`config.mk`:
```
export PLATFORM = sky130hd
export DESIGN_NAME = mlp_hidden_ctrl
export DESIGN_NICKNAME = d
export VERILOG_FILES = /design/src/rtl/mlp_hidden_ctrl.sv
export SDC_FILE = /design/constraint.sdc
export NUM_CORES = 2
export LEC_CHECK = 0
export ABC_AREA = 1
export CORE_AREA = 2 2 530 532
export CTS_BUF_LIST = sky130_fd_sc_hd__clkbuf_2
export DETAILED_ROUTE_END_ITERATION = 10
export DIE_AREA = 0 0 532 534
export GPL_TIMING_DRIVEN = 0
export SLEW_MARGIN = 10
export SYNTH_ARGS = -nofsm -noshare
export SYNTH_HDL_FRONTEND = slang
export SYNTH_SLANG_ARGS = --single-unit
```
`constraint.sdc`:
```
create_clock -name clk -period 52.6 [get_ports clk]
set_clock_uncertainty 0.2 [all_clocks]
set_input_delay 7.89 -clock clk [delete_from_list [all_inputs] [get_ports clk]]
set_output_delay 7.89 -clock clk [all_outputs]
set_load 0.01 [all_outputs]
```
`src/rtl/mlp_hidden_ctrl.sv`:
```
// Hidden-layer controller: owns the weight/bias bank, sequences one inference at a time
// and captures the datapath scores. Optional ReLU at capture: define MLP_HCTRL_RELU_EN.
module mlp_hidden_ctrl #(
  parameter int W   = 8,
  parameter int N   = 8,
  parameter int LAT = 1,
  parameter int AW  = 8
) (
  input  logic                 clk,
  input  logic                 rst,
  input  logic                 cfg_we,
  input  logic [AW-1:0]        cfg_addr,
  input  logic [W-1:0]         cfg_wdata,
  output logic                 cfg_ready,
  output logic                 cfg_err,
  input  logic                 in_valid,
  input  logic [15:0]          in_x,
  output logic                 in_ready,
  output logic [15:0]          dp_x,
  output logic [N*16*W-1:0]    w_h_bus,
  output logic [N*W-1:0]       b_h_bus,
  input  logic [N*(W+5)-1:0]   dp_h_raw,
  output logic                 out_valid,
  input  logic                 out_ready,
  output logic [N*(W+5)-1:0]   out_h,
  output logic                 busy
);

  localparam int HW = W + 5;
  localparam int NW = N * 16;
  localparam int CW = $clog2(LAT + 1);

  typedef enum logic [1:0] {
    ST_IDLE = 2'd0,
    ST_WAIT = 2'd1,
    ST_HOLD = 2'd2
  } state_t;

  state_t              state_r;
  state_t              state_nxt_s;
  logic [CW-1:0]       count_r;
  logic [NW*W-1:0]     w_bank_r;
  logic [N*W-1:0]      b_bank_r;
  logic [15:0]         dp_x_r;
  logic [N*HW-1:0]     out_h_r;
  logic                out_valid_r;
  logic                cfg_err_r;
  logic                cfg_wr_s;
  logic                accept_s;
  logic                capture_s;
  logic                release_s;
  logic                addr_bad_s;

  // Score shaping applied at capture; negative fields clamp to zero when ReLU is built in.
  function automatic logic [N*HW-1:0] shape_scores(input logic [N*HW-1:0] raw);
    logic [N*HW-1:0] res;
    res = raw;
`ifdef MLP_HCTRL_RELU_EN
    for (int k = 0; k < N; k++) begin
      if (raw[k*HW + HW - 1]) begin
        res[k*HW +: HW] = {HW{1'b0}};
      end else begin
        res[k*HW +: HW] = raw[k*HW +: HW];
      end
    end
`endif
    return res;
  endfunction

  assign addr_bad_s = (cfg_addr >= AW'(N * 17));

  // Next-state and handshake strobes; a config write wins over an input on the same cycle.
  always_comb begin
    state_nxt_s = state_r;
    cfg_wr_s    = 1'b0;
    accept_s    = 1'b0;
    capture_s   = 1'b0;
    release_s   = 1'b0;
    case (state_r)
      ST_IDLE: begin
        if (cfg_we) begin
          cfg_wr_s = 1'b1;
        end else if (in_valid) begin
          accept_s    = 1'b1;
          state_nxt_s = ST_WAIT;
        end else begin
          state_nxt_s = ST_IDLE;
        end
      end
      ST_WAIT: begin
        if (count_r == CW'(0)) begin
          capture_s   = 1'b1;
          state_nxt_s = ST_HOLD;
        end else begin
          state_nxt_s = ST_WAIT;
        end
      end
      ST_HOLD: begin
        if (out_valid_r && out_ready) begin
          release_s   = 1'b1;
          state_nxt_s = ST_IDLE;
        end else begin
          state_nxt_s = ST_HOLD;
        end
      end
      default: begin
        state_nxt_s = ST_IDLE;
      end
    endcase
  end

  // State register.
  always_ff @(posedge clk or posedge rst) begin
    if (rst) begin
      state_r <= ST_IDLE;
    end else begin
      state_r <= state_nxt_s;
    end
  end

  // Weight/bias bank; out-of-range addresses leave it untouched and flag a one-cycle error.
  always_ff @(posedge clk or posedge rst) begin
    if (rst) begin
      w_bank_r  <= {(NW*W){1'b0}};
      b_bank_r  <= {(N*W){1'b0}};
      cfg_err_r <= 1'b0;
    end else begin
      cfg_err_r <= cfg_wr_s && addr_bad_s;
      if (cfg_wr_s) begin
        for (int i = 0; i < NW; i++) begin
          if (cfg_addr == AW'(i)) begin
            w_bank_r[i*W +: W] <= cfg_wdata;
          end
        end
        for (int k = 0; k < N; k++) begin
          if (cfg_addr == AW'(NW + k)) begin
            b_bank_r[k*W +: W] <= cfg_wdata;
          end
        end
      end
    end
  end

  // Input hold, latency counter and result capture/handshake.
  always_ff @(posedge clk or posedge rst) begin
    if (rst) begin
      dp_x_r      <= 16'h0000;
      count_r     <= CW'(0);
      out_h_r     <= {(N*HW){1'b0}};
      out_valid_r <= 1'b0;
    end else begin
      if (accept_s) begin
        dp_x_r  <= in_x;
        count_r <= CW'(LAT);
      end else if (state_r == ST_WAIT && count_r != CW'(0)) begin
        count_r <= count_r - CW'(1);
      end
      if (capture_s) begin
        out_h_r     <= shape_scores(dp_h_raw);
        out_valid_r <= 1'b1;
      end else if (release_s) begin
        out_valid_r <= 1'b0;
      end
    end
  end

  assign cfg_ready = (state_r == ST_IDLE);
  assign in_ready  = (state_r == ST_IDLE) && !cfg_we;
  assign busy      = (state_r != ST_IDLE);
  assign cfg_err   = cfg_err_r;
  assign dp_x      = dp_x_r;
  assign w_h_bus   = w_bank_r;
  assign b_h_bus   = b_bank_r;
  assign out_h     = out_h_r;
  assign out_valid = out_valid_r;

endmodule

```
==> impl_metrics.ini <==
[grt]
grt_max_degree = 115
antenna_found_initial = 61
grt_pass1_wl_um = 441900
grtUsageTotal_pct = 22.97
grt-ovfl-total = 0
grt_pass1_vias = 48490

[place]
port_buffers = 1344
hpwl_um = 261600
dp_slack_ns = 34.50
place_congestion = 0.8964

[route]
wire_per_inst_um = 30.02
drtAntennaViolNets = 0
vias_per_cell = 4.483
drt_iter0_drc = 5143
drc = 0
routed_wl_um = 337600
dr_total_vias = 50410
first_pass_iters = 6

[power]
power-per-cell-area_nw_per_um2 = 33.94
worst_ir_drop_vdd_v = 0.00003086
p_leak_nw = 35.64

[cts]
cts_tree = yes
cts_resized = 0
clkTransAtPathRegs_ns = 0.09
clk_latency_ns = 1.69
hold_buffers = 0
root_buffer = clkbuf_2
cts_buffer_depth = 4
cts.sinks = 1213
cts-buffers-inserted = 346
postCtsSetupRepairBufs = 0
cts_max_level = 5

[sta]
setup_viol = 0
finalWorstSetupSlack_ns = 34.49
finalCriticalPeriod_ns = 18.11
worst_pin_slew_ns = 1.425
drv_slew = 0
hold_viol_final = 0
holdWs_ns = 0.2736
period_share_pct = 34.44
relSlewSlack_pct = 4.972
fmax_mhz = 55.21
rsz0062_at_grt = no

[setup_path]
cp_max_fo = 10
path_class = input port to output port
cp-end-kind = output port
worstPathRequired_ns = 44.51
critical_path_arrival_ns = 10.02
critical_path.startpoint_type = input port

[logic_synthesis]
ys_ff_latch = 1213
ys_warn_count = 0
synth-compound-area-share_pct = 0.01034
synthTopCellsByArea = dfrtp_1, nand2_1, nand3_1
yosys.area.top_type = dfrtp_1
avgSynthCellArea_um2 = 8.821
yosys.area_share.adder_pct = 0
muxShareOfSynthArea_pct = 0
synth_top_family_by_area = simple AND/OR/NAND/NOR gates
synth-xor-area-share_pct = 0
synth_simple_gate_area_share_pct = 33.53
synth.distinct_cells = 15
syn_inst = 5487
synth_top_cell_area_share_pct = 62.71
syn_nets = 5628
synth_area_um2 = 48400
ys_seq_area_share_pct = 62.71

[run_status]
outcome = completed

[die]
die_area_um2 = 284100
start_util_pct = 17.38
core_um2 = 278400
io_pins = 1354
die_y_um = 534
die_w_um = 532
rows = 194

[cells_and_area]
layout-drive-gt1-share_pct = 11.10
layout.nets = 7363
most-common-layout-cells = nand2_1, clkdlybuf4s50_1, nand3_1, dfrtp_1, clkbuf_2
nFillCells = 30440
area_delta_synth_final_pct = 46.55
final_common_cell = nand2_1

[worst_hold_path]
hold_path_class = register to register

[job]
timing.max_cap.violations = 0
-- power by group --
part           switching [W]  internal, W
Clock               0.000462     0.000279
Sequential         0.0000607      0.00102
Combinational       0.000357     0.000224
Total               0.000879      0.00153
-- routing by layer --
metal  up-vias  part of all wire (%)  track usage [%]
li1      21430                     -                -
met1     24820                    38            27.16
met2      3405                    46            37.45
met3       746                    10            7.302
met4        10                   5.8            11.48
met5         -                 0.014                0
-- flip-flops by register name, indices dropped and copies added (netlist names) --
name / count
out_h: 104
dp_x: 16
state_r: 2
cfg_err: 1
w_h_bus: 1024
out_valid: 1
count_r: 1
b_h_bus: 64
-- cells in the mapped netlist --
cell and count:
nor2_1 23, buf_1 10, nand2_1 2490, dfrtp_1 1213, nor2_2 17, nand3_1 1313, inv_1 14, nand2_2 1
nor2_4 9, buf_4 1, o21ai_0 1, inv_2 1, buf_2 192, clkbuf_1 200, nor3_1 2
-- path summary, 6_finish.rpt --
kind	startpoint	depth (start not counted)	to	slack [ns]
min	w_h_bus[888]	2	w_h_bus[888]	0.27
max	cfg_we	4	in_ready	34.49
min reg2reg	w_h_bus[888]	2	w_h_bus[888]	0.27
max reg2reg	state_r[0]	8	w_h_bus[490]	48.48
max in group asynchronous	rst	8	w_h_bus[769]	42.18
min in group asynchronous	rst	2	w_h_bus[267]	6.52
-- final cells by class --
cell class / instances / area [µm²] / area share [%]
plain buffers: 403 / 1797 / 2.533
well taps: 3724 / 4659 / 6.569
diodes: 58 / 145.1 / 0.2046
clock inverters: 105 / 648.1 / 0.9138
multi-input cells: 3856 / 16360 / 23.06
repair buffers: 1387 / 14490 / 20.42
inverters: 15 / 63.81 / 0.08996
flip-flops and latches: 1213 / 30350 / 42.79
clock buffers: 483 / 2417 / 3.408
-- per-stage QoR --
step	util, %	power, W	instance area (µm²)	TNS [ns]	std cells
after floorplan	-	0.001302	48400	0	5487
after global placement	23.89	0.001678	66510	-7716.83	10560
after detailed placement	24.32	0.001684	67720	0	10600
after CTS	25.42	0.002425	70780	0	11190
after global routing	25.44	0.002515	70830	0	11200
final	25.48	0.002407	70930	0	11240
-- critical path: stages --
cell and delay [ns]:
clkdlybuf4s50_1 0.56, nor2_2 0.49, clkbuf_1 0.43, clkdlybuf4s50_1 0.65
-- kinds of logic (layout without fill, tap and decap cells) --
logic type | after synthesis | count (layout)
AO/OA/AOI/OAI | 1 | 1
buffers and inverters | 418 | 2393
flip-flops | 1213 | 1213
other | 0 | 58
AND/OR/NAND/NOR | 3855 | 3855
No activity file was read; power rests on OpenSTA's default activity.
